`src/rtl/uart_pkg.sv`:
```
// UART transmit framer shared definitions.
// State encoding, line levels and parity helper.
package uart_pkg;

  typedef enum logic [2:0] {
    S_IDLE,
    S_START,
    S_DATA,
    S_PARITY,
    S_STOP
  } tx_state_e;

  localparam logic START_BIT = 1'b0;
  localparam logic STOP_BIT  = 1'b1;
  localparam logic PAR_EVEN  = 1'b0;
  localparam logic PAR_ODD   = 1'b1;

  function automatic logic par_bit(
    input logic typ,
    input logic red
  );
    par_bit = red;
    if (typ == PAR_ODD) par_bit = ~red;
    else if (typ == PAR_EVEN) par_bit = red;
  endfunction

endpackage

```
`src/rtl/uart_tx_fifo.sv`:
```
// Synchronous FIFO feeding the UART framer.
// Full/empty come from the registered count only.
module uart_tx_fifo
  import uart_pkg::*;
#(
  parameter int WIDTH = 8,
  parameter int DEPTH = 16
) (
  input  logic             clk,
  input  logic             rst_n,
  input  logic             push_i,
  input  logic [WIDTH-1:0] wdata_i,
  input  logic             pop_i,
  output logic [WIDTH-1:0] rdata_o,
  output logic             full_o,
  output logic             empty_o
);

  localparam int AW = $clog2(DEPTH);
  localparam int CW = AW + 1;

  logic [WIDTH-1:0] mem_q [DEPTH];
  logic [AW-1:0]    wptr_q, wptr_d;
  logic [AW-1:0]    rptr_q, rptr_d;
  logic [CW-1:0]    count_q, count_d;
  logic             do_push, do_pop;

  assign full_o  = (count_q == CW'(DEPTH));
  assign empty_o = (count_q == '0);
  assign do_push = push_i & ~full_o;
  assign do_pop  = pop_i & ~empty_o;
  assign rdata_o = mem_q[rptr_q];

  always_comb begin
    wptr_d  = wptr_q + AW'(do_push);
    rptr_d  = rptr_q + AW'(do_pop);
    count_d = count_q + CW'(do_push)
            - CW'(do_pop);
  end

  always_ff @(posedge clk or negedge rst_n) begin
    if (!rst_n) begin
      wptr_q  <= '0;
      rptr_q  <= '0;
      count_q <= '0;
    end else begin
      wptr_q  <= wptr_d;
      rptr_q  <= rptr_d;
      count_q <= count_d;
    end
  end

  always_ff @(posedge clk) begin
    if (do_push) mem_q[wptr_q] <= wdata_i;
  end

endmodule

```
`src/rtl/uart_tx_framer.sv`:
```
// UART transmit framer: FIFO-buffered words serialised as
// start | data LSB first | optional parity | 1 or 2 stop bits.
module uart_tx_framer
  import uart_pkg::*;
#(
  parameter int WIDTH      = 8,
  parameter int DEPTH      = 16,
  parameter int PRESCALE_W = 6
) (
  input  logic                  UART_CLK,
  input  logic                  Reset,
  input  logic [PRESCALE_W-1:0] Prescale,
  input  logic                  PAR_EN,
  input  logic                  PAR_TYP,
  input  logic                  STOP2,
  input  logic [WIDTH-1:0]      Data_in,
  input  logic                  Data_valid,
  output logic                  Ready,
  output logic                  Fifo_empty,
  output logic                  Tx_out,
  output logic                  Busy,
  output logic                  Frame_done,
  output logic                  Overflow
);

  localparam int BW = $clog2(WIDTH);
  localparam logic [PRESCALE_W-1:0] ONE =
    PRESCALE_W'(1);

  tx_state_e             state_q, state_d;
  logic [PRESCALE_W-1:0] pcnt_q, pcnt_d;
  logic [PRESCALE_W-1:0] ps_q, ps_d;
  logic [BW-1:0]         bcnt_q, bcnt_d;
  logic [WIDTH-1:0]      shift_q, shift_d;
  logic                  par_q, par_d;
  logic                  paren_q, paren_d;
  logic                  stop2_q, stop2_d;
  logic                  tx_q, tx_d;
  logic                  ovf_q, ovf_d;

  logic                  full, empty, pop;
  logic [WIDTH-1:0]      rdata;
  logic [PRESCALE_W-1:0] ps_in;
  logic                  bit_end;
  logic                  start_frame;

  uart_tx_fifo #(
    .WIDTH (WIDTH),
    .DEPTH (DEPTH)
  ) u_fifo (
    .clk     (UART_CLK),
    .rst_n   (Reset),
    .push_i  (Data_valid),
    .wdata_i (Data_in),
    .pop_i   (pop),
    .rdata_o (rdata),
    .full_o  (full),
    .empty_o (empty)
  );

  assign ps_in   = (Prescale == '0) ? ONE : Prescale;
  assign bit_end = (pcnt_q == ONE);

  assign Ready      = ~full;
  assign Fifo_empty = empty;
  assign Tx_out     = tx_q;
  assign Busy       = (state_q != S_IDLE);
  assign Overflow   = ovf_q;
  assign Frame_done = (state_q == S_STOP) && bit_end
                   && (!stop2_q || bcnt_q == BW'(1));

  always_comb begin
    state_d     = state_q;
    pcnt_d      = pcnt_q;
    ps_d        = ps_q;
    bcnt_d      = bcnt_q;
    shift_d     = shift_q;
    par_d       = par_q;
    paren_d     = paren_q;
    stop2_d     = stop2_q;
    tx_d        = tx_q;
    ovf_d       = Data_valid & full;
    pop         = 1'b0;
    start_frame = 1'b0;

    if (state_q != S_IDLE && !bit_end)
      pcnt_d = pcnt_q - ONE;

    unique case (state_q)
      S_IDLE: begin
        if (!empty) start_frame = 1'b1;
      end
      S_START: begin
        if (bit_end) begin
          state_d = S_DATA;
          pcnt_d  = ps_q;
          bcnt_d  = '0;
          tx_d    = shift_q[0];
        end
      end
      S_DATA: begin
        if (bit_end) begin
          pcnt_d = ps_q;
          if (bcnt_q == BW'(WIDTH - 1)) begin
            bcnt_d  = '0;
            state_d = paren_q ? S_PARITY : S_STOP;
            tx_d    = paren_q ? par_q : STOP_BIT;
          end else begin
            shift_d = shift_q >> 1;
            tx_d    = shift_q[1];
            bcnt_d  = bcnt_q + BW'(1);
          end
        end
      end
      S_PARITY: begin
        if (bit_end) begin
          state_d = S_STOP;
          pcnt_d  = ps_q;
          bcnt_d  = '0;
          tx_d    = STOP_BIT;
        end
      end
      S_STOP: begin
        if (bit_end) begin
          if (stop2_q && bcnt_q == '0) begin
            bcnt_d = BW'(1);
            pcnt_d = ps_q;
          end else if (!empty) begin
            start_frame = 1'b1;
          end else begin
            state_d = S_IDLE;
            tx_d    = STOP_BIT;
          end
        end
      end
      default: state_d = S_IDLE;
    endcase

    // Config is captured here so mid-frame changes are ignored.
    if (start_frame) begin
      pop     = 1'b1;
      state_d = S_START;
      tx_d    = START_BIT;
      ps_d    = ps_in;
      pcnt_d  = ps_in;
      shift_d = rdata;
      par_d   = par_bit(PAR_TYP, ^rdata);
      paren_d = PAR_EN;
      stop2_d = STOP2;
    end
  end

  always_ff @(posedge UART_CLK or negedge Reset) begin
    if (!Reset) begin
      state_q <= S_IDLE;
      pcnt_q  <= ONE;
      ps_q    <= ONE;
      bcnt_q  <= '0;
      shift_q <= '0;
      par_q   <= 1'b0;
      paren_q <= 1'b0;
      stop2_q <= 1'b0;
      tx_q    <= STOP_BIT;
      ovf_q   <= 1'b0;
    end else begin
      state_q <= state_d;
      pcnt_q  <= pcnt_d;
      ps_q    <= ps_d;
      bcnt_q  <= bcnt_d;
      shift_q <= shift_d;
      par_q   <= par_d;
      paren_q <= paren_d;
      stop2_q <= stop2_d;
      tx_q    <= tx_d;
      ovf_q   <= ovf_d;
    end
  end

endmodule

```
`config.mk`:
```
export PLATFORM = sky130hd
export DESIGN_NAME = uart_tx_framer
export DESIGN_NICKNAME = d
export VERILOG_FILES = /design/src/rtl/uart_pkg.sv /design/src/rtl/uart_tx_fifo.sv /design/src/rtl/uart_tx_framer.sv
export SDC_FILE = /design/constraint.sdc
export NUM_CORES = 1
export LEC_CHECK = 0
export CORE_ASPECT_RATIO = 0.9
export CORE_MARGIN = 5
export CORE_UTILIZATION = 60
export DETAILED_ROUTE_END_ITERATION = 12
export PLACE_DENSITY = 0.86
export SYNTH_ARGS = -nofsm -noshare
export SYNTH_HDL_FRONTEND = slang
export SYNTH_SLANG_ARGS = --single-unit
```
`constraint.sdc`:
```
create_clock -name UART_CLK -period 7 [get_ports UART_CLK]
set_input_delay 1.4 -clock UART_CLK [delete_from_list [all_inputs] [get_ports UART_CLK]]
set_output_delay 1.4 -clock UART_CLK [all_outputs]
set_load 0.02 [all_outputs]
```
# ---- Word level (Yosys, flattened, before mapping)
# Memories as Yosys holds them, arrays and structs flattened.
# Index checks and enable logic that the tools add are counted.
dict set report totals {
  ff_bits 44
  ram_bits 128
  in_bits 20
  output_inout_bits 6
  word_cells 115
  n_memories 1
}
dict set report op_classes {
  add_sub_neg 6
  eq_ne 21
  muxes 45
  bitwise_logic 6
  n_reduce_logical 23
}
# name words word_bits rd rd_clocked_by_memory_dff write_ports line
set mem_list {}
lappend mem_list {u_fifo.mem_q 16 8 1 0 1 uart_tx_fifo.sv:22} ;# logic [WIDTH-1:0] mem_q [DEPTH];
# cell n
set ops {}
lappend ops {{3-bit 2-to-1 mux} 14}
lappend ops {{6-bit 2-to-1 mux} 6}
lappend ops {{8-bit 2-to-1 mux} 4}
lappend ops {{3-bit inequality test, second input constant} 7}
lappend ops {{1-bit 2-to-1 mux} 16}
lappend ops {{3-bit one-hot mux with 5 select lines} 1}
lappend ops {{6-bit one-hot mux with 2 select lines} 1}
lappend ops {{3-bit one-hot mux with 3 select lines} 1}
lappend ops {{4-bit by 1-bit adder with 4-bit output} 2}
lappend ops {{2-bit inequality test, second input constant} 4}
lappend ops {{8-bit AND reduction} 1}
lappend ops {{8-bit parity} 1}
lappend ops {{7-bit AND reduction} 1}
lappend ops {{3-bit by 1-bit equality test with 1-bit output, second input constant} 2}
lappend ops {{3-bit by 2-bit equality test with 1-bit output, second input constant} 2}
lappend ops {{3-bit equality test, second input constant} 2}
lappend ops {{6-bit by 1-bit equality test with 1-bit output, second input constant} 1}
lappend ops {{3-bit logical NOT} 2}
lappend ops {{6-bit logical NOT} 1}
lappend ops {{3-bit nonzero test} 2}
lappend ops {{6-bit by 1-bit subtractor with 6-bit output, second input constant} 1}
lappend ops {{5-bit by 1-bit adder with 5-bit output} 1}
lappend ops {{5-bit equality test, second input constant} 1}
lappend ops {{5-bit logical NOT} 1}
lappend ops {{other kinds (16)} 26}

# ---- Depth between registers and ports, before layout
# Gate-level depths: netlist of run 1.
dict set report depth {
  depth_word 8
  depth_mapped 16
  mapped_depth_nobuf 14
}

# ---- Hierarchy
# From an unflattened synthesis of run 1, not the netlist that was laid out.
dict set report hier_totals {
  cells_unflattened 489
  area_unflattened_um2 7572.3
}
# module n_inst cells_per_inst area_each_um2 seq_area_each_um2
set modules_own_cells {}
lappend modules_own_cells {uart_tx_fifo 1 275 5654.2 4169.0}
lappend modules_own_cells {uart_tx_framer 1 214 1918.1 779.5}

# ---- Least setup slack after synthesis of run 1
# No wires, ideal clock.
dict set report synth_path {
  kind {flip-flop to flip-flop}
  startpoint {reg u_fifo.count_q[3]}
  endpoint {reg u_fifo.count_q[4]}
  setup_ps 123
  arrival_time_ps 3462
  t_required_ps 6877
  path_slack_ps 3415
  path_stages_with_launch 17
  n_path_buf 2
  period_less_slack_ps 3585
  cell_sequence {dfrtp_1 > inv_1 > ha_1 > nor4b_1 > nand2b_1 > a21o_1 > buf_4 > inv_2 > clkbuf_1 > ha_1 > inv_1 > ha_1 > fa_1 > a21oi_1 > nor2_1 > nor2_1 > xnor2_1}
}
dict set report synth_between {
  elab_chain_cells 8
  elab_cells_between_ends 13
  classes_between {2 x add/sub; 1 x eq/ne; 5 x mux; 4 x bitwise; 1 x reduce/logical}
}
# item line
set synth_lines {}
lappend synth_lines {{start, declared} uart_tx_fifo.sv:25} ;# logic [CW-1:0] count_q, count_d;
lappend synth_lines {{start signal, assigned} uart_tx_fifo.sv:49} ;# count_q <= count_d;
lappend synth_lines {{5-bit logical NOT (*)} uart_tx_fifo.sv:29} ;# assign empty_o = (count_q == '0);
lappend synth_lines {{via Fifo_empty} uart_tx_framer.sv:19} ;# output logic Fifo_empty,
lappend synth_lines {{1-bit 2-to-1 mux} {uart_tx_framer.sv:91, uart_tx_framer.sv:128}}
lappend synth_lines {{1-bit 2-to-1 mux} uart_tx_framer.sv:125} ;# if (stop2_q && bcnt_q == '0) begin
lappend synth_lines {{1-bit 2-to-1 mux} uart_tx_framer.sv:124} ;# if (bit_end) begin
lappend synth_lines {{1-bit one-hot mux with 2 select lines} uart_tx_framer.sv:89} ;# unique case (state_q)
lappend synth_lines {{1-bit 2-to-1 mux} uart_tx_framer.sv:140} ;# if (start_frame) begin
lappend synth_lines {{1-bit bitwise AND (*)} uart_tx_fifo.sv:31} ;# assign do_pop = pop_i & ~empty_o;
lappend synth_lines {{5-bit by 1-bit subtractor with 5-bit output (*)} uart_tx_fifo.sv:38} ;# - CW'(do_pop);
lappend synth_lines {{via u_fifo.count_d[4]} uart_tx_fifo.sv:25}
# The timed path passes the listed nets; every way through them passes the cells marked *.
# A chain may end at the register's enable or synchronous reset.

# ---- Worst setup path after layout of run 1
dict set report layout_path {
  startpoint {reg pcnt_q[3]}
  endpoint {out Frame_done}
}
dict set report layout_between {
  elab_chain_cells 3
}
# item line
set layout_lines {}
lappend layout_lines {{start, declared} uart_tx_framer.sv:31} ;# logic [PRESCALE_W-1:0] pcnt_q, pcnt_d;
lappend layout_lines {{start signal, assigned} uart_tx_framer.sv:167} ;# pcnt_q <= pcnt_d;
lappend layout_lines {{6-bit by 1-bit equality test with 1-bit output} uart_tx_framer.sv:62} ;# assign bit_end = (pcnt_q == ONE);
lappend layout_lines {{1-bit logical AND} uart_tx_framer.sv:69} ;# assign Frame_done = (state_q == S_STOP) && bit_end
lappend layout_lines {{1-bit logical AND} uart_tx_framer.sv:70} ;# && (!stop2_q || bcnt_q == BW'(1));
lappend layout_lines {{end, declared} uart_tx_framer.sv:22} ;# output logic Frame_done,
# Every way passes these cells.

==> results of run 1 <==
cells by family after synthesis:
group / Yosys count / share of synthesized area [%]
adder cells (fa/ha/maj): 17 / 2.98
multiplexers: 44 / 12.3
XOR/XNOR: 19 / 2.95
flip-flops: 172 / 66.9
AO/OA/AOI/OAI: 49 / 4.27
buffers and inverters: 35 / 2.69
AND/OR/NAND/NOR: 130 / 7.85
cells in the mapped netlist, types with 5 or more instances:
master / instances
dfrtp_1: 41
nor2_1: 32
nand3_1: 15
xor2_1: 6
o21ai_1: 8
nor3_1: 8
xnor2_1: 9
a21oi_1: 11
inv_1: 15
a22oi_1: 5
mux4_2: 31
clkbuf_1: 10
mux4_1: 5
nand2_1: 53
edfxtp_1: 128
ha_1: 16
mux2i_1: 7
per-stage QoR:
stage | std cells | total power, mW | utilization (%)
floorplan | 466 | 2.54 | -
global placement | 634 | 2.76 | 63.9
detailed placement | 634 | 2.82 | 63.9
CTS | 665 | 3.79 | 68.7
global route | 665 | 3.99 | 68.7
finish | 665 | 3.78 | 68.7
report_power, final:
group / leakage [nW] / switching [mW] / internal [mW]
logic: 1.09 / 0.682 / 0.650
clock network: 0.268 / 0.384 / 0.556
registers: 1.69 / 0.196 / 1.31
routing by layer:
layer  track usage, %  vias to the layer above  wire length [um]
li1                 -                     1820                 -
met1             30.0                     2091              6170
met2             37.9                      160              7860
met3             4.37                       21               902
met4             8.58                        0               317
met5                0                        -                 0
registers in the layout, indices dropped and copies added, names as in the netlist:
register,count
u_fifo.wptr_q,4
Tx_out,1
u_fifo.rptr_q,4
u_fifo.mem_q,128
bcnt_q,3
Overflow,1
u_fifo.count_q,5
paren_q,1
ps_q,6
par_q,1
stop2_q,1
shift_q,8
state_q,3
pcnt_q,6
layout make-up:
class | count | share of cell area, %
inverter | 16 | 0.724
multi-input combinational | 259 | 27.1
tap | 160 | 2.41
timing repair buffer | 27 | 3.14
sequential | 172 | 59.7
clock inverter | 12 | 1.79
clock buffer | 19 | 5.22
worst max-delay path, delay by kind of cell, from the launching register on:
family / cells / cell delay, ns
flip-flops: 1 / 0.42
buffers and inverters: 1 / 0.65
AND/OR/NAND/NOR: 2 / 1.00
AO/OA/AOI/OAI: 1 / 0.26
worst min path at each step:
| stage | slack (ns) | cells after the start | start | to |
|---|---|---|---|---|
| after floorplan | 0.44 | 2 | ps_q[0] | ps_q[0] |
| after global placement | 0.46 | 2 | ps_q[0] | ps_q[0] |
| after detailed placement | 0.47 | 2 | ps_q[4] | ps_q[4] |
| after CTS | 0.48 | 2 | ps_q[4] | ps_q[4] |
| after global routing | 0.50 | 2 | ps_q[0] | ps_q[0] |
| final | 0.47 | 2 | ps_q[4] | ps_q[4] |
cells in the final DEF (no fill, tap or decap), drive strengths merged, types with 3 or more instances in the layout:
master,n
edfxtp,128
clkbuf,19
xor2,6
mux4,36
clkinv,5
dfrtp,41
dfstp,3
ha,16
nand3,16
inv,16
and3,3
clkinvlp,4
a21oi,11
buf,3
bufinv,3
o21ai,12
nor3,8
a22oi,5
clkdlybuf4s50,24
mux2i,7
a211oi,4
xnor2,10
or3,4
nand2,53
nand2b,4
nor2,32
==> metrics.md, run 1 <==
| Metric | Value |
|---|---|
| RSZ-0062 raised after global routing | `false` |
| Synth unique cells | `58` |
| Vias in the first global route | `4197` |
| Slew @ Worst Pin | `1.27 ns` |
| Die ar. | `14600 um2` |
| Post-CTS sizing | `0` |
| Ys async rst share | `25.6%` |
| CP startpoint | `pcnt_q[3]` |
| Initial drt markers | `407` |
| Slew Viols, Final | `0` |
| Min cycle time layout | `4.14 ns` |
| Post-route ant nets | `0` |
| Crit Reg-Reg Startpoint | `u_fifo.count_q[2]` |
| Die width | `127 um` |
| Post-synth EDFFs | `128` |
| Hold-fix buffers, CTS | `0` |
| Worst-path cell chain | `nor4_1, nand2_1, a211oi_1, clkdlybuf4s50_1` |
| Residual DRC count | `0` |
| Share of layout cells above drive strength 1 | `13.9%` |
| DP Wirelength | `9470 um` |
| Synth top area cells | `edfxtp_1 (52%), dfrtp_1 (14%), mux4_2 (9.4%), ha_1 (2.7%), nand2_1 (2.7%)` |
| Initial antenna violation count | `0` |
| Multi-input logic area | `2240 um2` |
| Synth warn | `0` |
| Worst Skew | `0.00976 ns` |
| Setup crit start kind | `flop` |
| Fin. Hold Viols | `0` |
| Worst Hold Class | `flop to flop` |
| Worst EP arrival | `2.74 ns` |
| Pwr dens | `456 nW/um2` |
| Fin Setup TNS | `0 ns` |
| Final WS setup | `2.86 ns` |
| Leakage | `3.04 nW` |
| GPL Wtd Cong | `0.915` |
| Final critical-path share of the clock period | `59.2%` |
| Vias/cell | `6.15` |
| Reg2reg setup slack | `2.99 ns` |
| Clock Latency Late Sink | `0.43 ns` |
| Post-synthesis sequential area ratio | `66.9%` |
| Drt total wl | `15300 um` |
| FF-to-FF path depth | `14` |
| DR WL/cell | `22.9 um` |
| First-pass GRT wire length | `23900 um` |
| Leading area contributor after synthesis | `edfxtp_1` |
| Clk sink count | `172` |
| Status | `finished clean` |
| Area post-placement | `7720 um2` |
| Total CTS buffers | `17` |
| Worst setup EP type | `primary output` |
| Max_slew headroom | `15.0%` |
| Register area | `4950 um2` |
| CTS max path bufs | `2` |
| H-tree Lvls | `4` |
| #FFs+latches synth | `172` |
| Synth top area share | `52.0%` |
| Fmax | `241 MHz` |
| Nets@finish | `530` |
| Max Cap Viol | `0` |
| Final Instance Area | `8300 um2` |
| Clock Pin Slew Worst Setup and Hold Paths | `0.06 ns` |
| CTS Root Cell | `clkbuf_16` |
| Largest net degree at the start of global routing | `45` |
| Hold WS | `0.474 ns` |
| Mapped cell area | `7390 um2` |
| Syn avg cell area | `15.9 um2` |
| Crit Path Max Fanout | `10` |
| Synthesized instance count | `466` |
| Core Box Area | `12100 um2` |
| Post-CTS Setup Inserts | `0` |
| Worst Setup EP | `Frame_done` |
| Port Buffers | `25` |
| Starting Density | `61.2%` |
| Setup CP Type | `flop to primary output` |
| Num rows | `38` |
| # setup viols final | `0` |
| Critical path's largest stage delay | `0.65 ns` |
| Post-Place Setup Slack | `3.17 ns` |
| Synthesis-to-finish area growth | `12.3%` |
| CP required | `5.60 ns` |
| Total gr overflow | `0` |
| Vias | `4092` |
| CTS tree | `built` |
| Worst vdd ir | `0.000307 V` |
| GRT Overall Usage | `22.6%` |
| N_diodes | `0` |
| Layout fillers | `765` |
| # IOs | `26` |
| Chip height | `115 um` |
| Post-Syn Nets | `503` |
| Drt first pass iters | `5` |
| Critical-path top delay cell | `clkdlybuf4s50_1` |
| Ys flop type | `edfxtp_1` |
| R2R Path End | `u_fifo.count_q[4]` |
(Power assumes the default switching activity.)
==> inputs of run 2 (changes only) <==
Clock period 7 ns to 4.25 ns, I/O delays scaled along.
==> metrics.md, run 2 (synthesized netlist as in run 1, its figures left out) <==
| Metric | Value |
|---|---|
| Most frequent cells in the layout | `edfxtp_1 (128), nand2_1 (53), dfrtp_1 (40), nor2_1 (32), mux4_2 (31)` |
| R2R Path End | `u_fifo.count_q[4]` |
| H-tree Lvls | `4` |
| Commonest non-fill, non-tap cell in the layout | `edfxtp_1` |
| Fin. Hold Viols | `0` |
| Core Box Area | `12100 um2` |
| Post-route ant nets | `0` |
| Starting Density | `61.2%` |
| Vias/cell | `6.40` |
| Residual DRC count | `0` |
| Port Buffers | `25` |
| Chip height | `115 um` |
| Worst Hold Class | `flop to flop` |
| Clk sink count | `172` |
| Min cycle time layout | `3.59 ns` |
| Clk pwr share | `22.7%` |
| Max FFs per register | `128` |
| Fraction of power spent switching nets | `34.6%` |
| Biggest regs | `u_fifo.mem_q (128), shift_q (8)` |
| Leakage | `3.05 nW` |
| CP required | `3.40 ns` |
| Worst EP arrival | `2.74 ns` |
| Die width | `127 um` |
| Cells on Worst Hold Path | `2` |
| Fmax | `279 MHz` |
| Clock Pin Slew Worst Setup and Hold Paths | `0.06 ns` |
| Drt total wl | `16100 um` |
| # IOs | `26` |
| N_diodes | `0` |
| Post-CTS Setup Inserts | `0` |
| Final critical-path share of the clock period | `84.4%` |
| Vias | `4287` |
| Logic pwr share | `36.9%` |
| DP Wirelength | `9450 um` |
| Total CTS buffers | `17` |
| # setup viols final | `0` |
| CTS Root Cell | `clkbuf_16` |
| CP startpoint | `pcnt_q[3]` |
| Drt first pass iters | `5` |
| Reg2reg setup slack | `0.83 ns` |
| Num rows | `38` |
| Status | `finished clean` |
| Worst vdd ir | `0.000519 V` |
| Share of layout cells above drive strength 1 | `14.7%` |
| Synthesis-to-finish area growth | `12.3%` |
| Total gr overflow | `0` |
| Largest net degree at the start of global routing | `45` |
| First-pass GRT wire length | `24800 um` |
| Biggest register | `u_fifo.mem_q` |
| Crit Reg-Reg Startpoint | `u_fifo.count_q[2]` |
| DR WL/cell | `24.1 um` |
| Worst setup EP type | `primary output` |
| Reg power frac | `40.4%` |
| Slew Viols, Final | `0` |
| Worst Hold End | `ps_q[0]` |
| Pwr dens | `748 nW/um2` |
| Clock Latency Late Sink | `0.43 ns` |
| Initial antenna violation count | `0` |
| Worst Skew | `0.00898 ns` |
| Max Cap Viol | `0` |
| Crit Path Max Fanout | `10` |
| P_int | `4.06 mW` |
| RSZ-0062 raised after global routing | `false` |
| Nets@finish | `535` |
| Die ar. | `14600 um2` |
| Setup CP Type | `flop to primary output` |
| Fin Setup TNS | `0 ns` |
| Final Instance Area | `8300 um2` |
| FF-to-FF path depth | `14` |
| Initial drt markers | `458` |
| Hold-fix buffers, CTS | `0` |
| Post-CTS sizing | `0` |
| CTS max path bufs | `2` |
| Hold Crit Start | `ps_q[0]` |
| Setup crit start kind | `flop` |
| Psw | `2.15 mW` |
| Vias in the first global route | `4288` |
| Area post-placement | `7760 um2` |
| CTS tree | `built` |
| Overall power | `6.21 mW` |
| GRT Overall Usage | `23.5%` |
| GPL Wtd Cong | `0.836` |
| Max_slew headroom | `30.1%` |
| Slew @ Worst Pin | `1.04 ns` |
## run 2: cell types whose count changed in the layout (fill, tap and decap cells not counted)
cell       previous run  this run
clkbuf_1              2         1
clkinv_2              0         3
buf_12                0         1
bufinv_16             3         1
buf_4                 2         6
dfrtp_2               2         1
dfrtp_1              39        40
## run 2: metrics by stage
step	setup slack [ns]	cells	util, %	hold slack [ns]
after detailed placement	0.974	639	64.3	0.464
after floorplan	0.665	466	-	0.439
final	0.663	670	68.7	0.474
after global placement	1.08	639	64.3	0.446
after CTS	0.691	670	68.7	0.470
after global routing	0.398	670	68.7	0.505
## run 2: how the worst max path moves through the flow
stage | depth (start not counted) | to | slack (ns)
6_report | 4 | Frame_done | 0.66
5_1_grt | 4 | Frame_done | 0.40
4_1_cts | 4 | Frame_done | 0.69
3_5_place_dp | 14 | u_fifo.count_q[4] | 0.97
3_3_place_gp | 14 | u_fifo.count_q[4] | 1.08
2_1_floorplan | 16 | u_fifo.count_q[4] | 0.67
## run 2: area by class of cell
cell class,instances,area (um2)
tap,160,200
fill,744,3780
sequential,172,4950
timing repair buffer,32,310
clock buffer,18,429
clock inverter,13,104
inverter,16,60.1
multi-input combinational,259,2240
## run 2: power by group through the flow
| stage | Clock [mW] | Combinational, mW | Sequential, mW |
|---|---|---|---|
| global placement | 0 | 2.09 | 2.48 |
| detailed placement | 0 | 2.20 | 2.51 |
| finish | 1.41 | 2.29 | 2.51 |
| global route | 1.49 | 2.46 | 2.54 |
| floorplan | 0 | 1.86 | 2.32 |
| CTS | 1.42 | 2.27 | 2.50 |
## run 2: critical path: stages, from the launching register on
cell and delay, ns:
dfrtp_1 0.41, nor4_1 0.67, nand2_1 0.35, a211oi_1 0.25, clkdlybuf4s50_1 0.64
## run 2: routing by layer
metal	vias to the layer above	wire length, um	part of all wire, %	track usage (%)
met5	-	0	0	0
met4	0	407	2.5	7.36
met3	42	1290	8.0	5.57
met2	240	8220	51	39.8
met1	2181	6200	38	30.6
li1	1824	-	-	-
==> RTL edit 1 (settings of run 1) <==
Register the output `Overflow` once more; this adds one clock of latency there. The other outputs are not delayed to match.
--- a/src/rtl/uart_tx_framer.sv
+++ b/src/rtl/uart_tx_framer.sv
@@ -66,5 +66,7 @@
   assign Tx_out     = tx_q;
   assign Busy       = (state_q != S_IDLE);
-  assign Overflow   = ovf_q;
+  always_ff @(posedge UART_CLK) begin
+    Overflow <= ovf_q;
+  end
   assign Frame_done = (state_q == S_STOP) && bit_end
                    && (!stop2_q || bcnt_q == BW'(1));
Check against the original RTL: no difference found for any inputs over 10 cycles, from zero or initial values and one cycle with Reset low; that may be too few to reach the edited logic, so the function may still have changed.
==> RTL edit 1 against run 1 <==
- synthesized cell count up 1.5%
- power down 3.2%
- largest power group unchanged
- highest routed layer unchanged
- worst setup slack worse by 290 ps
- core utilization up 0.17 points
- routed wire length down 0.63%
- area after synthesis up 0.93%
- cell area up 0.65%
- sequential cell count up 1
- fmax down 6.5%
==> RTL edit 1: results (changes against run 1) <==
<table>
<tr><th>Metric</th><th>Value</th></tr>
<tr><th colspan="2">Placement</th></tr>
<tr><td>Final estimated routing congestion in global placement</td><td>0.8836 (was 0.9152)</td></tr>
<tr><th colspan="2">Worst setup path</th></tr>
<tr><td>Worst reg2reg path startpoint</td><td>u_fifo.count_q[3] (was u_fifo.count_q[2])</td></tr>
<tr><td>Worst setup path start</td><td>u_fifo.count_q[3] (was pcnt_q[3])</td></tr>
<tr><td>Library cell contributing the largest single delay on the critical path</td><td>sky130_fd_sc_hd__a2111o_1 (was sky130_fd_sc_hd__clkdlybuf4s50_1)</td></tr>
<tr><td>Largest stage delay, worst path</td><td>870 ps (was 650 ps)</td></tr>
<tr><td>Worst reg2reg setup slack</td><td>2570 ps (was 2990 ps)</td></tr>
<tr><td>WP data arrival</td><td>4780 ps (was 2740 ps)</td></tr>
<tr><td>Largest delay share family, worst path</td><td>adder cells (was simple AND/OR/NAND/NOR gates)</td></tr>
<tr><th colspan="2">Min path</th></tr>
<tr><td>Launch instance of the worst min-delay path</td><td>ovf_q (was ps_q[4])</td></tr>
<tr><td>Worst hold path cell count</td><td>0 (was 2)</td></tr>
<tr><th colspan="2">Power and ir drop</th></tr>
<tr><td>Net Switching</td><td>1240 uW (was 1263 uW)</td></tr>
<tr><td>Lkg Pwr</td><td>0.003068 uW (was 0.003041 uW)</td></tr>
<tr><td>Power attributed to combinational cells</td><td>1240 uW (was 1330 uW)</td></tr>
<tr><td>Sequential fraction of design power</td><td>41.4% (was 39.9%)</td></tr>
<tr><td>Total power consumption of the routed design</td><td>3663 uW (was 3783 uW)</td></tr>
<tr><th colspan="2">Layout</th></tr>
<tr><td>Layout cells sized above 1</td><td>11.94% (was 13.86%)</td></tr>
<tr><td>Net count of the finished layout</td><td>535 (was 530)</td></tr>
<tr><th colspan="2">Global routing</th></tr>
<tr><td>Met2 global-route usage</td><td>36.58% (was 37.91%)</td></tr>
<tr><th colspan="2">Yosys</th></tr>
<tr><td>Seq/Total Area, Yosys</td><td>66.59% (was 66.94%)</td></tr>
<tr><td>Post-synth net total</td><td>510 (was 503)</td></tr>
<tr><td>Ranking of synthesized cells by instance count</td><td>sky130_fd_sc_hd__edfxtp_1 (128), sky130_fd_sc_hd__nand2_1 (48), sky130_fd_sc_hd__dfrtp_1 (41) (was sky130_fd_sc_hd__edfxtp_1 (128), sky130_fd_sc_hd__nand2_1 (53), sky130_fd_sc_hd__dfrtp_1 (41))</td></tr>
<tr><th colspan="2">Run status</th></tr>
<tr><td>Status</td><td>completed (unchanged)</td></tr>
<tr><th colspan="2">Drt</th></tr>
<tr><td>Wire length per cell after detailed routing</td><td>22.59 um (was 22.94 um)</td></tr>
<tr><td>Violation count after the first detailed-route iteration</td><td>378 (was 407)</td></tr>
<tr><th colspan="2">STA</th></tr>
<tr><td>Transition time at the pin with the least slew margin</td><td>1029 ps (was 1266 ps)</td></tr>
</table>
==> RTL edit 1: area by class of cell <==
class,instances,area share (%)
timing repair buffer,30,3.386
sequential,173,59.51
clock buffer,17,5.094
inverter,19,0.8539
clock inverter,15,1.618
multi-input combinational,257,27.15
tap,160,2.397
==> RTL edit 1: per-layer routing <==
layer | vias up | wire length (um)
li1 | 1847 | -
met1 | 2105 | 6238
met2 | 179 | 7638
met3 | 25 | 973
met4 | 0 | 306
met5 | - | 0
==> RTL edit 1: through the flow <==
step | util (%) | hold slack, ps | instances | area (um2) | setup WS, ps
after floorplan | - | 324.2 | 473 | 7461 | 3441
after global placement | 64.26 | 330.6 | 639 | 7791 | 2919
after detailed placement | 64.26 | 336.1 | 639 | 7791 | 2702
after CTS | 68.89 | 351.3 | 671 | 8352 | 2631
after global routing | 68.89 | 359.1 | 671 | 8352 | 2172
final | 68.89 | 349.4 | 671 | 8352 | 2572
==> RTL edit 1: logic make-up (layout without fill, tap and decap cells) <==
| group | count (synthesis) | in the layout | synth area share [%] |
|---|---|---|---|
| DFF | 173 | 173 | 66.59 |
| buffers and inverters | 43 | 81 | 3.019 |
| xor gates and xnor gates | 18 | 18 | 2.767 |
| AOI/OAI and AO/OA | 54 | 54 | 4.494 |
| and+or+nand+nor | 124 | 124 | 7.312 |
| muxes | 44 | 44 | 12.86 |
| adders and majority gates | 17 | 17 | 2.952 |
==> RTL edit 1: worst reg2reg max path: cells and delay by family, from the launching register on <==
kind / cells / cell delay (ps)
AOI/OAI and AO/OA: 2 / 1030
xor gates and xnor gates: 1 / 120
adders and majority gates: 4 / 1300
buffers and inverters: 3 / 680
DFF: 1 / 390
and+or+nand+nor: 3 / 830
==> RTL edit 2 (flow settings as in run 1) <==
Without the edit above. The parameter `PRESCALE_W` goes from 6 to 12.
--- a/src/rtl/uart_tx_framer.sv
+++ b/src/rtl/uart_tx_framer.sv
@@ -6,5 +6,5 @@
   parameter int WIDTH      = 8,
   parameter int DEPTH      = 16,
-  parameter int PRESCALE_W = 6
+  parameter int PRESCALE_W = 12
 ) (
   input  logic                  UART_CLK,
Ports: changed (resized Prescale); port bits go from 26 to 32. The function was not compared with the original's and may differ.
==> RTL edit 2 against run 1 <==
- cell count grew 10%
- cell area increased by 7.4%
- register-to-register slack improved by 380 ps
- worst hold slack improved by 10 ps
- non-clock buffer count rose by 7
- routed wire length is 4.4% higher
- critical path type unchanged
- area after synthesis is 7.1% higher
- fmax up 0.12%
- worst setup slack improved by 5.0 ps
- core utilization rose by 0.70 points
- sequential cell count up 12
Power is not compared: it rests on default switching activity, and its combinational part moved more than twofold at a synthesized area within 25%.
==> RTL edit 2: results (changes against run 1) <==
<table>
<tr><th>Metric</th><th>Value</th></tr>
<tr><th colspan="2">Yosys</th></tr>
<tr><td>Post-synthesis xor/xnor area fraction</td><td>2.941% (was 2.945%)</td></tr>
<tr><td>Synthesized area per cell</td><td>15.02 um2 (was 15.86 um2)</td></tr>
<tr><td>Synth unique cells</td><td>61 (was 58)</td></tr>
<tr><td>Area fraction in compound gates after synthesis</td><td>4.980% (was 4.265%)</td></tr>
<tr><td>Area share of fa/ha/maj cells after synthesis</td><td>2.783% (was 2.979%)</td></tr>
<tr><td>Post-synth net total</td><td>570 (was 503)</td></tr>
<tr><td>Mux contribution to synthesized area</td><td>11.18% (was 12.32%)</td></tr>
<tr><td>Ranking of synthesized cells by area</td><td>sky130_fd_sc_hd__edfxtp_1 (49%), sky130_fd_sc_hd__dfrtp_1 (17%), sky130_fd_sc_hd__mux4_2 (10%) (was sky130_fd_sc_hd__edfxtp_1 (52%), sky130_fd_sc_hd__dfrtp_1 (14%), sky130_fd_sc_hd__mux4_2 (9.4%))</td></tr>
<tr><th colspan="2">Global routing</th></tr>
<tr><td>First-pass GRT wire length</td><td>25.63 mm (was 23.87 mm)</td></tr>
<tr><td>Via count of the first global-routing pass</td><td>4,668 (was 4,197)</td></tr>
<tr><th colspan="2">Drt</th></tr>
<tr><td>Vias after detailed routing</td><td>4,565 (was 4,092)</td></tr>
<tr><td>Wire length per cell after detailed routing</td><td>21.70 um (was 22.94 um)</td></tr>
<tr><td>First-pass detailed-route iteration total</td><td>4 (was 5)</td></tr>
<tr><td>Mean number of vias per cell</td><td>6.219 (was 6.153)</td></tr>
<tr><th colspan="2">Run status</th></tr>
<tr><td>Status</td><td>completed (unchanged)</td></tr>
<tr><th colspan="2">Worst setup path</th></tr>
<tr><td>Path depth of the worst reg2reg path</td><td>13 (was 14)</td></tr>
<tr><td>Maximum fanout along the worst path</td><td>5 (was 10)</td></tr>
<tr><th colspan="2">Placement</th></tr>
<tr><td>Post-detail-place hpwl</td><td>10.22 mm (was 9.469 mm)</td></tr>
<tr><td>Post-place setup slack</td><td>2753 ps (was 3167 ps)</td></tr>
<tr><td>Cell count after placement</td><td>702 (was 634)</td></tr>
<tr><td>Count of input and output buffers</td><td>31 (was 25)</td></tr>
<tr><th colspan="2">Layout</th></tr>
<tr><td>Registers with the most flip-flops</td><td>u_fifo.mem_q: 128 flops, pcnt_q: 12 flops, ps_q: 12 flops (was u_fifo.mem_q: 128 flops, shift_q: 8 flops)</td></tr>
<tr><td>Number of inserted filler cells in the final layout</td><td>811 (was 765)</td></tr>
<tr><td>Layout cells sized above 1</td><td>14.39% (was 13.86%)</td></tr>
<tr><th colspan="2">STA</th></tr>
<tr><td>Setup skew after layout</td><td>12.64 ps (was 9.761 ps)</td></tr>
<tr><td>Transition time at the pin with the least slew margin</td><td>1362 ps (was 1266 ps)</td></tr>
</table>
RTL edit 2: cell count changes after synthesis, sizes merged, moves of 4 or more:
| cell | run 1 | this run |
|---|---|---|
| dfrtp | 41 | 53 |
| nor2 | 32 | 40 |
| a31oi | 1 | 16 |
| clkbuf | 11 | 7 |
| nand2 | 53 | 69 |
| mux2 | 1 | 5 |
| buf | 8 | 16 |
RTL edit 2: logic make-up (layout without fill, tap and decap cells):
kind of cell	count (synthesis)	in the layout
buf+inv	39	82
compound gates	60	60
simple gates	162	162
fa+ha+maj	17	17
xor+xnor	21	21
flops	184	184
mux	44	44
RTL edit 2: cell type report:
type                       count  area [um2]  area share (%)
clock buffer                  17       425.4           4.775
clock inverter                15       167.7           1.882
inverter                      16       60.06          0.6742
multi-input combinational    304        2472           27.75
sequential                   184        5250           58.93
tap                          164       205.2           2.303
timing repair buffer          34       327.8           3.680
RTL edit 2: worst paths after layout:
check                           slack, ps           endpoint       from
worst max-delay path                 2860         Frame_done  pcnt_q[0]
worst min-delay path                  480            ps_q[5]    ps_q[5]
worst max register to register       3370  u_fifo.count_q[4]  pcnt_q[0]
worst min register to register        480            ps_q[5]    ps_q[5]
max in group asynchronous            5380   u_fifo.rptr_q[0]      Reset
min in group asynchronous            1100            ps_q[5]      Reset
RTL edit 2: report_power, final:
group / total, uW / switching [uW] / internal, uW
clock network: 948 / 466 / 482
logic: 532 / 281 / 251
registers: 1460 / 125 / 1330
total: 2940 / 873 / 2070
RTL edit 2: layer usage:
layer	up-vias	share of wire (%)	GRT usage, %
li1	2045	-	-
met1	2312	41	30.64
met2	187	51	34.90
met3	21	6.8	5.909
met4	0	1.7	6.234
met5	-	0	0
